$ cat config.mk
export PLATFORM = sky130hd
export DESIGN_NAME = audio_lj_receiver
export DESIGN_NICKNAME = d
export VERILOG_FILES = /design/src/rtl/audio_lj_receiver.sv
export SDC_FILE = /design/constraint.sdc
export NUM_CORES = 1
export LEC_CHECK = 0
export ABC_AREA = 0
export CORE_MARGIN = 2
export CORE_UTILIZATION = 50
export CTS_CLUSTER_DIAMETER = 40
export DETAILED_ROUTE_END_ITERATION = 8
export PLACE_DENSITY = 0.79
export SKIP_LAST_GASP = 1
export SLEW_MARGIN = 20
export SYNTH_ARGS = -nofsm -noshare
export SYNTH_HDL_FRONTEND = slang
export SYNTH_SLANG_ARGS = --single-unit
$ cat constraint.sdc
create_clock -name clk -period 2.41 [get_ports clk]
set_clock_uncertainty 0.1 [all_clocks]
set_input_delay 0.241 -clock clk [delete_from_list [all_inputs] [get_ports clk]]
set_output_delay 0.241 -clock clk [all_outputs]
set_load 0.01 [all_outputs]
$ cat src/rtl/audio_lj_receiver.sv
// Left-justified codec ADC receiver: captures L/R words from an external bit clock into a valid/ready sample pair.
// Optional build macro AUD_RX_MONO_MIX_EN adds a registered sample_mono output (average of left and right).
`timescale 1ns/1ps
module audio_lj_receiver #(
  parameter int unsigned DATA_W      = 16,
  parameter int unsigned SYNC_STAGES = 2
) (
  input  logic              clk,
  input  logic              reset,
  input  logic              aud_bclk,
  input  logic              aud_adclrc,
  input  logic              aud_adcdat,
  output logic [DATA_W-1:0] sample_left,
  output logic [DATA_W-1:0] sample_right,
  output logic              sample_valid,
  input  logic              sample_ready,
  output logic              overrun,
  output logic              frame_err,
  input  logic              flag_clr
`ifdef AUD_RX_MONO_MIX_EN
  ,
  output logic [DATA_W-1:0] sample_mono
`endif
);

  localparam int unsigned CNT_W = $clog2(DATA_W + 1);
  localparam logic [CNT_W-1:0] CNT_FULL = CNT_W'(DATA_W);

  typedef enum logic [1:0] {SEEK, LEFT, RIGHT} state_t;

  logic [SYNC_STAGES-1:0] bclk_sync, lrc_sync, dat_sync;
  logic bclk_s, lrc_s, dat_s, bclk_d, strobe;
  logic lrc_prev, primed, rise, fall;

  state_t state, state_nx;
  logic [CNT_W-1:0]  cnt;
  logic [DATA_W-1:0] shreg, left_word;
  logic start_ch, shift_en, latch_left, pair_form, set_ferr, load;

  always_ff @(posedge clk or posedge reset) begin
    if (reset) begin
      bclk_sync <= '0;
      lrc_sync  <= '0;
      dat_sync  <= '0;
      bclk_d    <= 1'b0;
    end else begin
      bclk_sync <= {bclk_sync[SYNC_STAGES-2:0], aud_bclk};
      lrc_sync  <= {lrc_sync[SYNC_STAGES-2:0], aud_adclrc};
      dat_sync  <= {dat_sync[SYNC_STAGES-2:0], aud_adcdat};
      bclk_d    <= bclk_s;
    end
  end

  assign bclk_s = bclk_sync[SYNC_STAGES-1];
  assign lrc_s  = lrc_sync[SYNC_STAGES-1];
  assign dat_s  = dat_sync[SYNC_STAGES-1];
  assign strobe = bclk_s & ~bclk_d;

  // The first strobe after reset only records lrc, so a reset released
  // mid-left-channel cannot look like a fresh left start.
  always_ff @(posedge clk or posedge reset) begin
    if (reset) begin
      lrc_prev <= 1'b0;
      primed   <= 1'b0;
    end else if (strobe) begin
      lrc_prev <= lrc_s;
      primed   <= 1'b1;
    end
  end

  assign rise = primed &  lrc_s & ~lrc_prev;
  assign fall = primed & ~lrc_s &  lrc_prev;

  always_ff @(posedge clk or posedge reset) begin
    if (reset) state <= SEEK;
    else       state <= state_nx;
  end

  always_comb begin
    state_nx   = state;
    start_ch   = 1'b0;
    shift_en   = 1'b0;
    latch_left = 1'b0;
    pair_form  = 1'b0;
    set_ferr   = 1'b0;
    if (strobe) begin
      case (state)
        SEEK: begin
          if (rise) begin
            state_nx = LEFT;
            start_ch = 1'b1;
          end
        end
        LEFT, RIGHT: begin
          if (rise || fall) begin
            if (state == LEFT && fall && cnt == CNT_FULL) begin
              latch_left = 1'b1;
              start_ch   = 1'b1;
              state_nx   = RIGHT;
            end else if (state == RIGHT && rise && cnt == CNT_FULL) begin
              pair_form = 1'b1;
              start_ch  = 1'b1;
              state_nx  = LEFT;
            end else begin
              // Short channel: drop the pair; a rising edge immediately re-enters LEFT.
              set_ferr = 1'b1;
              if (rise) begin
                start_ch = 1'b1;
                state_nx = LEFT;
              end else begin
                state_nx = SEEK;
              end
            end
          end else if (cnt != CNT_FULL) begin
            shift_en = 1'b1;
          end
        end
        default: state_nx = SEEK;
      endcase
    end
  end

  always_ff @(posedge clk or posedge reset) begin
    if (reset) begin
      cnt       <= '0;
      shreg     <= '0;
      left_word <= '0;
    end else if (start_ch) begin
      if (latch_left) left_word <= shreg;
      shreg <= {{(DATA_W-1){1'b0}}, dat_s};
      cnt   <= CNT_W'(1);
    end else if (shift_en) begin
      shreg <= {shreg[DATA_W-2:0], dat_s};
      cnt   <= cnt + CNT_W'(1);
    end else if (set_ferr) begin
      cnt <= '0;
    end
  end

  assign load = pair_form & (~sample_valid | sample_ready);

`ifdef AUD_RX_MONO_MIX_EN
  logic [DATA_W:0] mono_sum;
  assign mono_sum = {left_word[DATA_W-1], left_word} + {shreg[DATA_W-1], shreg};

  always_ff @(posedge clk or posedge reset) begin
    if (reset)     sample_mono <= '0;
    else if (load) sample_mono <= mono_sum[DATA_W:1];
  end
`endif

  always_ff @(posedge clk or posedge reset) begin
    if (reset) begin
      sample_left  <= '0;
      sample_right <= '0;
      sample_valid <= 1'b0;
    end else if (load) begin
      sample_left  <= left_word;
      sample_right <= shreg;
      sample_valid <= 1'b1;
    end else if (sample_ready) begin
      sample_valid <= 1'b0;
    end
  end

  always_ff @(posedge clk or posedge reset) begin
    if (reset) begin
      overrun   <= 1'b0;
      frame_err <= 1'b0;
    end else begin
      if (pair_form && sample_valid && !sample_ready) overrun <= 1'b1;
      else if (flag_clr)                              overrun <= 1'b0;
      if (set_ferr)      frame_err <= 1'b1;
      else if (flag_clr) frame_err <= 1'b0;
    end
  end

endmodule

==> metrics.md <==
| Metric | Value |
|---|---|
| Status | complete, no violations |
| Setup violators final | 0 |
| Netlist cell types | 43 |
| Die Width | 88.6 microns |
| Fill cell count | 515 |
| Finished Layout Cells | 407 |
| DR vias/cell | 5.13 |
| Fraction of layout cells with a size suffix above 1 | 0.270 |
| Lkg Pwr | 0.00202 uW |
| Final setup TNS | 0 ns |
| Largest net degree at the start of global routing | 84 |
| Routed Antenna Nets | 0 |
| Setup Fix Bufs, Post-CTS | 0 |
| DIE AREA | 7850 sq um |
| Clock Sinks | 83 |
| Final slew viol count | 0 |
| Global route overflow | 0 |
| CTS buffer count | 9 |
| Synth top area cells | dfrtp_1 (58%), mux2_4 (14%), mux2_2 (5.0%) |
| Hold Vio Cnt, Final | 0 |
| Pwr/cell area | 667 nW/um^2 |
| Synth Cell Area | 3580 sq um |
| Syn Nets | 271 |
| Antenna violations before repair | 0 |
| Async S/R FF share, synth | 1.00 |
| Io pins | 42 |
| Final HPWL DP | 3950 microns |
| Port-buffer cells | 41 |
| Worst Setup End Kind | register |
| Area share of the largest cell type after synthesis | 0.580 |
| Critical Path Max Stage Delay | 0.38 ns |
| # rows | 30 |
| Die Y | 88.6 microns |
| GRT Util Overall | 0.172 |
| Drt drc | 0 |
| Top_reg_cell synth | dfrtp_1 |
| Number of synthesized flops with an enable pin | 0 |
| Clock slew seen by the registers of the worst setup and hold paths | 0.08 ns |
| Root Buffer | clkbuf_8 |
| CP startpoint kind | register |
| Area Overhead vs Synth | 20.3% |
| Core box area | 6870 sq um |
| Sequential-to-total area share from yosys stat | 0.580 |
| Dpl cells | 391 |
| DR pass1 iterations | 4 |
| TritonCTS clock tree | done |
| VDD IR max | 0.411 mV |
| FF+latch count, synth | 83 |
| Inserted Diodes | 0 |
| Unrepaired setup endpoints after global routing | no |
| Syn. warnings | 0 |
| Crit-path leading delay family | simple AND/OR/NAND/NOR gates |
| Worst slew pin tran | 0.440 ns |
| # Max-Cap Violations | 0 |
| Starting DRC count in detailed routing | 54 |
| Crit Path Max Fanout | 32 |
| CTS H-tree lvls | 3 |
| First-pass GRT wire length | 10200 microns |
| Clock Path Buffers | 2 |
| Fin crit share | 0.922 |
| Final #Nets | 319 |
| Routed WL | 5920 microns |
| Worst Path Required | 2.54 ns |
| Clk Latency, worst-skew pair | 0.34 ns |
| Slowest CP cell | dfrtp_1 |
| CP Data Arrival Time | 2.35 ns |
| Final Util | 0.627 |
| Fmax | 0.450 GHz |
| Cells after synthesis | 258 |
| Routed vias | 2086 |
| Cell Chain, Critical Path | inv_1 > ha_1 > nand3b_4 > nand4bb_4 > nor2b_4 > buf_12 > mux2_2 |
| Cell taking the most area after synthesis | dfrtp_1 |
| RePlAce Congestion | 0.849 |
| Hold WC Path Type | in -> reg |
| CTS resizes | 0 |
| Starting Density | 0.521 |
| Critical path type | reg -> reg |
| Buf+Inv Stages, Crit Path | 2 |
| Fin crit period | 2.22 ns |
| Relative slew slack | 0.704 |
| WL/cell | 14.5 microns |
| Synth Area per Inst | 13.9 sq um |
| Hold-fix buffers, CTS | 0 |
| Vias in the first global route | 2165 |
-- cell type report --
class / instances / area (sq um) / share of cell area
Inverter: 8 / 33.8 / 0.00784
Clock inverter: 6 / 87.6 / 0.0203
Tap cell: 96 / 120 / 0.0279
Sequential cell: 83 / 2080 / 0.482
Multi-Input combinational cell: 156 / 1360 / 0.317
Timing Repair Buffer: 48 / 488 / 0.113
Clock buffer: 10 / 138 / 0.0319
-- cells in the mapped netlist (2+ instances only) --
master and n:
buf_2 2, nor3b_1 2, buf_6 3, nor2_1 2, nor2b_1 3, mux2_2 16, buf_12 3, nand2b_1 2
ha_1 6, mux2_4 34, o21ai_0 24, dfrtp_1 83, nand3_1 8, nand2_1 34, inv_1 8
-- layout by cell type (no fill, tap or decap), drive strengths merged, types with 2 or more instances in the layout --
master and count:
clkbuf 10, buf 7, nor2b 4, mux2 50
nand2b 2, and4b 2, clkinv 3, and4bb 2
nor2 2, o21ai 24, and2 2, nand3 8
ha 6, nand2 34, nor3b 2, dfrtp 83
clkdlybuf4s50 41, bufinv 2, inv 8
-- per-layer routing --
metal,wire (microns),global-route usage
met3,202,0.0532
met5,0,0
met4,102,0.0702
met2,2810,0.255
met1,2800,0.236
-- power by group --
| part | switching [uW] | total (uW) | internal (uW) |
|---|---|---|---|
| registers | 65.7 | 1520 | 1450 |
| clock network | 488 | 1100 | 614 |
| logic | 143 | 253 | 109 |
| total | 697 | 2870 | 2180 |
-- flip-flops by register name, summed over array words and instances, names as in the netlist --
| name | cells |
|---|---|
| frame_err | 1 |
| cnt | 5 |
| left_word | 16 |
| lrc_sync | 2 |
| shreg | 16 |
| overrun | 1 |
| state | 2 |
| dat_sync | 2 |
| sample_left | 16 |
| sample_valid | 1 |
| lrc_prev | 1 |
| bclk_sync | 2 |
| primed | 1 |
| sample_right | 16 |
| bclk_d | 1 |
-- stage by stage --
| stage | setup slack, ns | hold slack, ns | instance area (sq um) | total power [uW] |
|---|---|---|---|---|
| after CTS | 0.177 | 0.216 | 4310 | 2910 |
| after global placement | 0.267 | 0.232 | 4080 | 1790 |
| after global routing | 0.0584 | 0.210 | 4310 | 3000 |
| after detailed placement | 0.192 | 0.236 | 4080 | 1800 |
| final | 0.188 | 0.231 | 4310 | 2870 |
| after floorplan | 0.384 | 0.172 | 3580 | 1710 |
-- cells by family (layout without fill, tap and decap cells) --
| logic type | after synthesis | in the layout | share of synthesized area |
|---|---|---|---|
| AO/OA/AOI/OAI | 33 | 33 | 0.0531 |
| XOR/XNOR | 1 | 1 | 0.00245 |
| adder cells (fa/ha/maj) | 6 | 6 | 0.0210 |
| buffers and inverters | 19 | 72 | 0.0419 |
| flip-flops | 83 | 83 | 0.580 |
| multiplexers | 51 | 51 | 0.196 |
| AND/OR/NAND/NOR | 65 | 65 | 0.106 |
-- worst paths after layout --
kind	cells past startpoint	slack [ns]	from	endpoint
min reg2reg	0	0.25	lrc_sync[0]$_DFF_PP0_	lrc_sync[1]$_DFF_PP0_
min in group asynchronous	3	0.26	reset	dat_sync[0]$_DFF_PP0_
min	1	0.23	aud_adcdat	dat_sync[0]$_DFF_PP0_
max reg2reg	7	0.19	state[0]$_DFFE_PP0P_	sample_left[14]$_DFFE_PP0P_
max in group asynchronous	3	1.63	reset	sample_right[13]$_DFFE_PP0P_
max	7	0.19	state[0]$_DFFE_PP0P_	sample_left[14]$_DFFE_PP0P_
(Power assumes the default switching activity.)
